[src/rtl/axi_master_arbiter_w.sv]
// Write-path round-robin arbiter for a 4-master AXI write mux.
// Holds one registered one-hot grant from AW request through the B handshake.
module axi_master_arbiter_w #(
  parameter int NUM_M     = 4,
  parameter int RESET_PTR = 0
) (
  input  logic       ACLK,
  input  logic       ARESETn,
  input  logic       m0_AWVALID,
  input  logic       m1_AWVALID,
  input  logic       m2_AWVALID,
  input  logic       m3_AWVALID,
  input  logic       s_AWVALID,
  input  logic       m_AWREADY,
  input  logic       s_WVALID,
  input  logic       s_WLAST,
  input  logic       m_WREADY,
  input  logic       m_BVALID,
  input  logic       s_BREADY,
  output logic       m0_wgrnt,
  output logic       m1_wgrnt,
  output logic       m2_wgrnt,
  output logic       m3_wgrnt,
  output logic       w_busy,
  output logic [1:0] w_last_grant
);

  typedef enum logic [1:0] {IDLE, XFER, RESP} state_t;

  // Seeding the pointer one below RESET_PTR makes RESET_PTR the first index scanned.
  localparam logic [1:0] RST_LAST = 2'((RESET_PTR + 3) % 4);

  state_t           state_q, state_d;
  logic             aw_done_q, aw_done_d;
  logic             w_done_q, w_done_d;
  logic [NUM_M-1:0] grant_q, grant_d;
  logic [NUM_M-1:0] req;
  logic [1:0]       last_q, last_d;
  logic [1:0]       pick, idx;
  logic             pick_vld;
  logic             aw_hs, w_last_hs, b_hs;

  assign req       = {m3_AWVALID, m2_AWVALID, m1_AWVALID, m0_AWVALID};
  assign aw_hs     = s_AWVALID & m_AWREADY;
  assign w_last_hs = s_WVALID & s_WLAST & m_WREADY;
  assign b_hs      = m_BVALID & s_BREADY;

  // Scan from furthest to nearest offset so the nearest requester after last_q wins.
  always_comb begin
    pick     = last_q;
    pick_vld = 1'b0;
    idx      = '0;
    for (int i = NUM_M; i >= 1; i--) begin
      idx = last_q + 2'(i);
      if (req[idx]) begin
        pick     = idx;
        pick_vld = 1'b1;
      end
    end
  end

  always_ff @(posedge ACLK or negedge ARESETn) begin
    if (!ARESETn) begin
      state_q   <= IDLE;
      aw_done_q <= 1'b0;
      w_done_q  <= 1'b0;
      grant_q   <= '0;
      last_q    <= RST_LAST;
    end else begin
      state_q   <= state_d;
      aw_done_q <= aw_done_d;
      w_done_q  <= w_done_d;
      grant_q   <= grant_d;
      last_q    <= last_d;
    end
  end

  always_comb begin
    state_d   = state_q;
    aw_done_d = aw_done_q;
    w_done_d  = w_done_q;
    grant_d   = grant_q;
    last_d    = last_q;
    unique case (state_q)
      IDLE: begin
        if (pick_vld) begin
          grant_d       = '0;
          grant_d[pick] = 1'b1;
          last_d        = pick;
          state_d       = XFER;
        end
      end
      // AW and WLAST may arrive in either order or together; B is ignored here.
      XFER: begin
        aw_done_d = aw_done_q | aw_hs;
        w_done_d  = w_done_q | w_last_hs;
        if (aw_done_d && w_done_d) state_d = RESP;
      end
      RESP: begin
        if (b_hs) begin
          grant_d   = '0;
          aw_done_d = 1'b0;
          w_done_d  = 1'b0;
          state_d   = IDLE;
        end
      end
      default: state_d = IDLE;
    endcase
  end

  always_comb begin
    m0_wgrnt     = grant_q[0];
    m1_wgrnt     = grant_q[1];
    m2_wgrnt     = grant_q[2];
    m3_wgrnt     = grant_q[3];
    w_busy       = |grant_q;
    w_last_grant = last_q;
  end

endmodule

[config.mk]
export PLATFORM = sky130hd
export DESIGN_NAME = axi_master_arbiter_w
export DESIGN_NICKNAME = d
export VERILOG_FILES = /design/src/rtl/axi_master_arbiter_w.sv
export SDC_FILE = /design/constraint.sdc
export NUM_CORES = 1
export LEC_CHECK = 0
export ABC_AREA = 1
export BUFFER_PORTS_ARGS = -buffer_cell sky130_fd_sc_hd__buf_2
export CAP_MARGIN = 25
export CORE_MARGIN = 2
export CORE_UTILIZATION = 49
export DETAILED_ROUTE_END_ITERATION = 10
export GPL_TIMING_DRIVEN = 0
export HOLD_SLACK_MARGIN = 0.15
export MAX_ROUTING_LAYER = met4
export PLACE_DENSITY = 0.76
export SKIP_LAST_GASP = 1
export SLEW_MARGIN = 20
export SYNTH_ARGS = -nofsm -noshare
export SYNTH_HDL_FRONTEND = slang
export SYNTH_SLANG_ARGS = --single-unit
[constraint.sdc]
create_clock -name ACLK -period 1.62 [get_ports ACLK]
set_input_delay 0.405 -clock ACLK [delete_from_list [all_inputs] [get_ports ACLK]]
set_output_delay 0.405 -clock ACLK [all_outputs]
set_load 0.02 [all_outputs]
==> flow_summary.yaml, run 1 <==
cts:
  clkTransAtPathRegs_ns: 0.07
  clock-sinks: 10
  clkLatencyLatePin_ns: 0.26
  ctsResizeCount: 0
  clk_path_buf_depth: 2
  numCtsBuffers: 3
  cts_root_buf: "clkbuf_4"
  htree_levels: 1
  cts_tree: "done"
pwr:
  p_clk_frac: 0.123
  sw_frac_of_total: 0.500
  irDropWorstVdd_v: 0.00101
  leakagePower_nw: 0.502
  internal-power_uw: 902
  p_comb_frac: 0.630
  p_seq_frac: 0.246
  p_sw_uw: 904
  power.density_nw_per_um2: 2060
setup_path:
  crit_arrival_ns: 1.31
  slowest_stage: "or4_1"
  crit_type: "flip-flop to output port"
  start_kind: "flip-flop"
  cp_max_fo: 2
  crit_path_cell_trace: "or4_1 > buf_2"
  required_ns: 1.21
  crit_path_end_kind: "output port"
  worst_path_largest_cell_delay_ns: 0.50
yosys:
  synth_seq_cells: 10
  synthAdderAreaFrac: 0
  ys_seq_area_frac: 0.356
  synth-main-ff-cell: "dfrtp_1"
  synthArstFlopShare: 1.00
  synthXorXnorAreaFrac: 0
  yosys.area_share.simple: 0.509
  synthTopCellsByArea: "dfrtp_1 (28%), nand2_1 (22%), dfstp_2 (7.4%), nand3_1 (6.3%), nand2_2 (6.2%)"
  synth_area_per_cell_um2: 7.11
  synth_edf_count: 0
  synth_largest_area_cell: "dfrtp_1"
  ys_types: 22
  yosys_warnings: 0
  muxShareOfSynthArea: 0
  synth_compound_area_frac: 0.0423
  synth_top_area_share: 0.282
  yosys-top-cells-count: "nand2_1 (42), nand3_1 (9), dfrtp_1 (8), inv_1 (7), nand2_2 (7)"
  synth_nets: 113
  synth_area_um2: 711
  synth_top_family_by_area: "simple AND/OR/NAND/NOR gates"
  syn_inst: 100
  yosysMostFrequentCell: "nand2_1"
timing:
  final.setup_skew_ns: 0.00241
  relSlewSlack: 0.777
  setup_violations: 1
  layout_setup_ws_ns: -0.0944
  tns_ns: -0.0944
  fin_crit_sh: 1.06
  finalHoldViolCount: 0
  worst_pin_slew_ns: 0.332
  slew_viol_final: 0
  period_needed_ns: 1.71
  fmax_mhz: 583
  rsz0062_at_grt: "yes"
placed_design:
  postPlaceCellArea_um2: 825
  dp_hpwl_um: 1180
  place_ws_ns: 0.171
  place.gp.congestion: 0.810
  portBuffers: 19
route:
  vias: 702
  drc: 0
  drt-total-wl_um: 1480
  drtPass1Iterations: 4
  viasPerCell: 5.01
  ant_nets: 0
  post_drt_wl_per_cell_um: 10.5
  drtIter0Drc: 11
floorplanning:
  die-area_um2: 1770
  io_pins: 20
  die_w_um: 42.1
  design.core.area_um2: 1330
  initial_core_util: 0.533
  die_h_um: 42.1
  rows: 13
layout:
  drive_gt1_frac: 0.360
  nets: 139
  fillers: 129
  antennaDiodeCount: 0
  design_area_um2: 878
  area_growth_syn_to_layout_pct: 23.6
global_route:
  grt_max_degree: 11
  grt_use_total: 0.201
  grt_pass1_wl_um: 2730
  antenna_found_initial: 0
  grt_pass1_vias: 656
  grt.overflow.total: 0
status:
  violations: "negative setup slack"
  status: "finished with violations"
worst_hold_path:
  hold_class: "input pin to flip-flop"
flow_run:
  max-cap-violations: 0
## repair_timing
item | 4_1_cts | 5_1_grt
setup endpoints to repair | 1 | 1
endpoints found under the hold margin | 8 | 0
buffers inserted | 1 | 0
hold buffers | 1 | 0
## layer usage
metal	wire, um	global-route usage	vias to the layer above
met4	0	0.0188	0
li1	-	-	371
met1	644	0.245	313
met5	0	-	-
met3	67	0.0647	0
met2	763	0.341	18
## final cells by class
class | count | area, um^2 | area share
repair buffers | 21 | 113 | 0.128
plain buffers | 1 | 11.3 | 0.0128
multi-input cells | 77 | 392 | 0.446
well taps | 15 | 18.8 | 0.0214
flip-flops and latches | 10 | 253 | 0.288
clock buffers | 4 | 36.3 | 0.0413
inverters | 12 | 55.1 | 0.0627
## cells in the final DEF (no fill, tap or decap), drive strengths merged
cell type,instances
nor2,4
dfrtp,8
o21ai,3
or4,1
nand3,11
dlygate4sd3,1
clkbuf,4
nand4,4
o31ai,1
inv,12
dfstp,2
o21a,1
nor3,1
buf,21
nand2,51
## final timing paths
path,start,endpoint,slack (ns),cells after the start
max in group asynchronous,ARESETn,w_last_grant[1],0.85,2
setup / recovery,grant_q[1],w_busy,-0.09,2
hold / removal,s_BREADY,state_q[1],0.46,4
hold reg to reg,grant_q[0],grant_q[0],0.50,2
setup reg to reg,w_last_grant[0],grant_q[2],0.16,10
min in group asynchronous,ARESETn,grant_q[1],0.52,2
## state kept, by name, indices dropped and copies added, names as in the netlist
signal        count
aw_done_q         1
grant_q           4
state_q           2
w_done_q          1
w_last_grant      2
## per-stage QoR
step	hold WS, ns	utilization	std cells	power [mW]
floorplan	0.109	-	100	1.33
global placement	0.270	0.618	134	1.53
detailed placement	0.277	0.618	134	1.57
CTS	0.460	0.659	140	1.82
global route	0.489	0.659	140	1.98
finish	0.459	0.659	140	1.81
## power by group through the flow
stage               clock network [mW]  logic [mW]  registers [mW]
floorplan                            0       0.804           0.522
global placement                     0        1.08           0.448
detailed placement                   0        1.12           0.452
CTS                              0.228        1.14           0.446
global route                     0.246        1.28           0.459
finish                           0.222        1.14           0.445
## worst max-delay path, delay by kind of cell, from the launching register on
kind                   cells  cell delay, ns
AND/OR/NAND/NOR            1            0.50
buffers and inverters      1            0.17
flip-flops                 1            0.38
## cell families after synthesis
logic type	Yosys count
AOI/OAI and AO/OA	5
buffers and inverters	13
DFF	10
and+or+nand+nor	72
Power figures use the tool's default switching activity.
==> inputs of run 2 (changes only) <==
Settings changed: PLACE_DENSITY 0.76 to 0.73.
==> flow_summary.yaml, run 2 (synthesis results as in run 1) <==
status:
  status: "finished with violations"
  violations: "negative setup slack"
floorplanning:
  die-area_um2: 1770
  die_h_um: 42.1
  design.core.area_um2: 1330
  initial_core_util: 0.533
  rows: 13
  io_pins: 20
  die_w_um: 42.1
layout:
  regMostFlops: "grant_q"
  nets: 138
  antennaDiodeCount: 0
  area_growth_syn_to_layout_pct: 23.9
  largest_register_ff_count: 4
  final_cells: 139
  final_common_cell: "nand2_1"
  design_area_um2: 881
  fillers: 123
  post-route-util: 0.660
  drive_gt1_frac: 0.363
  final_cell_mix: "nand2_1 (42), buf_2 (18), nand3_1 (9)"
timing:
  setup_violations: 1
  finalHoldViolCount: 0
  rsz0062_at_grt: "yes"
  tns_ns: -0.133
  slew_viol_final: 0
  period_needed_ns: 1.75
  relSlewSlack: 0.770
  fin_crit_sh: 1.08
  final.setup_skew_ns: 0.00578
  hold_ws_ns: 0.455
  layout_setup_ws_ns: -0.133
  fmax_mhz: 571
  worst_pin_slew_ns: 0.344
setup_path:
  crit_path_cell_trace: "or4_4 > buf_6"
  start_kind: "flip-flop"
  critical_path.top_delay_family: "simple AND/OR/NAND/NOR gates"
  crit_type: "flip-flop to output port"
  crit_arrival_ns: 1.35
  cp_max_fo: 3
  crit_path_end_kind: "output port"
  slowest_stage: "or4_4"
  startpoint: "grant_q[0]"
  timing.rr.start: "w_last_grant[0]"
  cp_num_buf_inv: 1
  worst_path_largest_cell_delay_ns: 0.54
  required_ns: 1.21
route:
  viasPerCell: 5.01
  ant_nets: 0
  top_layer: "met4"
  drt-total-wl_um: 1490
  met1_length_um: 654
  vias: 696
  drtPass1Iterations: 4
  drc: 0
  drtIter0Drc: 15
  wl_met3_um: 62
  post_drt_wl_per_cell_um: 10.7
  wl_met2_um: 762
placed_design:
  place_ws_ns: 0.161
  postPlaceCellArea_um2: 825
  dp_cells: 134
  place.gp.congestion: 0.766
  portBuffers: 19
  dp_hpwl_um: 1140
worst_hold_path:
  min-delay-start: "s_BREADY"
  hold_class: "input pin to flip-flop"
global_route:
  grt_use_total: 0.193
  grt.overflow.total: 0
  grt_pass1_wl_um: 2550
  grt_max_degree: 11
  grt_pass1_vias: 616
  antenna_found_initial: 0
cts:
  clk_path_buf_depth: 2
  cts_tree: "done"
  clkLatencyLatePin_ns: 0.26
  htree_levels: 1
  clkTransAtPathRegs_ns: 0.06
  clock-sinks: 10
  numCtsBuffers: 3
  cts_root_buf: "clkbuf_4"
flow_run:
  max-cap-violations: 0
pwr:
  power.density_nw_per_um2: 2080
  leakagePower_nw: 0.500
  irDropWorstVdd_v: 0.00101
  power_mw: 1.84
==> run 2: area by class of cell <==
class	instances	area, um^2	share of cell area
multi-input combinational	77	395	0.449
sequential	10	253	0.287
timing repair buffer	20	111	0.126
inverter	12	55.1	0.0625
clock buffer	4	36.3	0.0412
tap	15	18.8	0.0213
buffer	1	11.3	0.0128
==> run 2: worst reg2reg max path: cells and delay by family (launching register included) <==
family                 cells  cell delay [ns]
and+or+nand+nor            8             0.57
DFF                        1             0.53
buffers and inverters      3             0.29
==> run 2: repair_timing <==
item / CTS / global route
pin swaps: 1 / 1
setup endpoints to repair: 1 / 1
hold buffers: 1 / 0
hold endpoints to repair: 8 / 0
gates resized for setup: 2 / 1
buffers inserted: 0 / 0
==> run 2: power breakdown <==
part | total [mW] | switching, mW | internal, mW
registers | 0.462 | 0.0912 | 0.371
logic | 1.15 | 0.736 | 0.418
clock network | 0.220 | 0.0839 | 0.136
==> run 2: path summary, 6_finish.rpt <==
| check | to | slack [ns] | depth (start not counted) |
|---|---|---|---|
| max in group asynchronous | w_last_grant[1] | 0.85 | 2 |
| worst max-delay path | w_busy | -0.13 | 2 |
| worst min-delay path | state_q[1] | 0.46 | 4 |
| min in group asynchronous | grant_q[3] | 0.52 | 2 |
| worst min register to register | state_q[1] | 0.53 | 1 |
| worst max register to register | grant_q[2] | 0.16 | 11 |
==> run 2: routing by layer <==
metal / up-vias / global-route usage
li1: 366 / -
met5: - / -
met1: 314 / 0.230
met3: 2 / 0.0647
met4: 0 / 0.0563
met2: 14 / 0.313
==> inputs of run 3 (changes only) <==
==> constraint.sdc (replaced) <==
create_clock -name ACLK -period 1.62 [get_ports ACLK]
set_input_delay 0.243 -clock ACLK [delete_from_list [all_inputs] [get_ports ACLK]]
set_output_delay 0.243 -clock ACLK [all_outputs]
set_load 0.02 [all_outputs]
==> flow_summary.yaml, run 3 (synthesis results as in run 1) <==
route:
  drc: 0
  drtIter0Drc: 15
  drt-total-wl_um: 1490
  viasPerCell: 5.01
  post_drt_wl_per_cell_um: 10.7
  vias: 697
  ant_nets: 0
  drtPass1Iterations: 4
setup_path:
  crit_arrival_ns: 1.35
  required_ns: 1.38
  cp_max_fo: 3
  timing.rr.start: "w_last_grant[0]"
  r2r-end: "grant_q[2]"
  start_kind: "flip-flop"
  crit_type: "flip-flop to output port"
  r2r_slack_ns: 0.16
  crit_path_end_kind: "output port"
  r2r_cells: 11
global_route:
  gr-usage-met1: 0.230
  grt_use_total: 0.192
  grt_max_degree: 11
  grt_use_met3: 0.0647
  grt_pass1_vias: 611
  grt_pass1_wl_um: 2540
  gr-usage-met2: 0.309
  busiest_layer: "met2"
  antenna_found_initial: 0
  grt.overflow.total: 0
pwr:
  leakagePower_nw: 0.500
  power_mw: 1.84
  power.density_nw_per_um2: 2090
  irDropWorstVdd_v: 0.00102
worst_hold_path:
  hold_end: "state_q[1]"
  min_path_cells: 4
  hold_class: "input pin to flip-flop"
  min-delay-start: "s_BREADY"
timing:
  hold_ws_ns: 0.293
  relSlewSlack: 0.770
  slew_viol_final: 0
  final.setup_skew_ns: 0.00578
  setup_violations: 0
  finalHoldViolCount: 0
  worst_pin_slew_ns: 0.344
  fin_crit_sh: 0.986
  period_needed_ns: 1.60
  fmax_mhz: 626
floorplanning:
  rows: 13
  die_h_um: 42.1
  io_pins: 20
  initial_core_util: 0.533
  die-area_um2: 1770
  design.core.area_um2: 1330
  die_w_um: 42.1
cts:
  postCtsSetupRepairBufs: 0
  clkLatencyLatePin_ns: 0.26
  numCtsBuffers: 3
  clkTransAtPathRegs_ns: 0.06
  htree_levels: 1
  clock-sinks: 10
  cts_root_buf: "clkbuf_4"
  clk_path_buf_depth: 2
  cts_tree: "done"
layout:
  area_growth_syn_to_layout_pct: 23.9
  final_cells: 139
  nets: 138
  drive_gt1_frac: 0.363
  regMostFlops: "grant_q"
  final_common_cell: "nand2_1"
  final_cell_mix: "nand2_1 (42), buf_2 (18), nand3_1 (9)"
  antennaDiodeCount: 0
  largest_register_ff_count: 4
placed_design:
  dp_cells: 134
  portBuffers: 19
  dp_hpwl_um: 1140
  place.gp.congestion: 0.766
status:
  status: "completed"
flow_run:
  max-cap-violations: 0
## run 3: how the worst max path moves through the flow
stage / startpoint / end / depth (start not counted)
2_1_floorplan: w_last_grant[0] / grant_q[1] / 10
3_3_place_gp: w_last_grant[0] / grant_q[2] / 10
3_5_place_dp: w_last_grant[0] / grant_q[0] / 10
4_1_cts: grant_q[1] / w_busy / 2
5_1_grt: grant_q[2] / w_busy / 2
6_report: grant_q[2] / w_busy / 2
## run 3: metal layers
metal	routed length [um]	up-vias
li1	-	366
met1	654	315
met2	762	14
met3	62	2
met4	12	0
met5	0	-
## run 3: timing repair
| action | 4_1_cts | 5_1_grt |
|---|---|---|
| resized for setup | 0 | 3 |
| endpoints found under the setup margin | 0 | 1 |
| hold buffers | 1 | 0 |
| hold endpoints to repair | 10 | 0 |
## run 3: stage by stage
step / setup TNS (ns) / cell area [um^2] / utilization / setup slack [ns]
floorplan: 0 / 711 / - / 0.200
global placement: 0 / 825 / 0.618 / 0.202
detailed placement: 0 / 825 / 0.618 / 0.187
CTS: 0 / 871 / 0.653 / 0.0272
global route: -0.0100 / 881 / 0.660 / -0.0100
finish: 0 / 881 / 0.660 / 0.0225
## run 3: area by class of cell
class	count	area, um^2
inverter	12	55.1
timing repair buffer	20	111
sequential	10	253
fill	123	453
buffer	1	11.3
clock buffer	4	36.3
multi-input combinational	77	395
tap	15	18.8
## run 3: worst max-delay path: stages, from the launching register on
cell and delay (ns):
dfrtp_1 0.40, or4_4 0.55, buf_6 0.15
## run 3: where the power goes
part	leakage [nW]	internal, mW	switching (mW)
clock network	0.0210	0.136	0.0839
logic	0.360	0.418	0.736
registers	0.120	0.371	0.0915
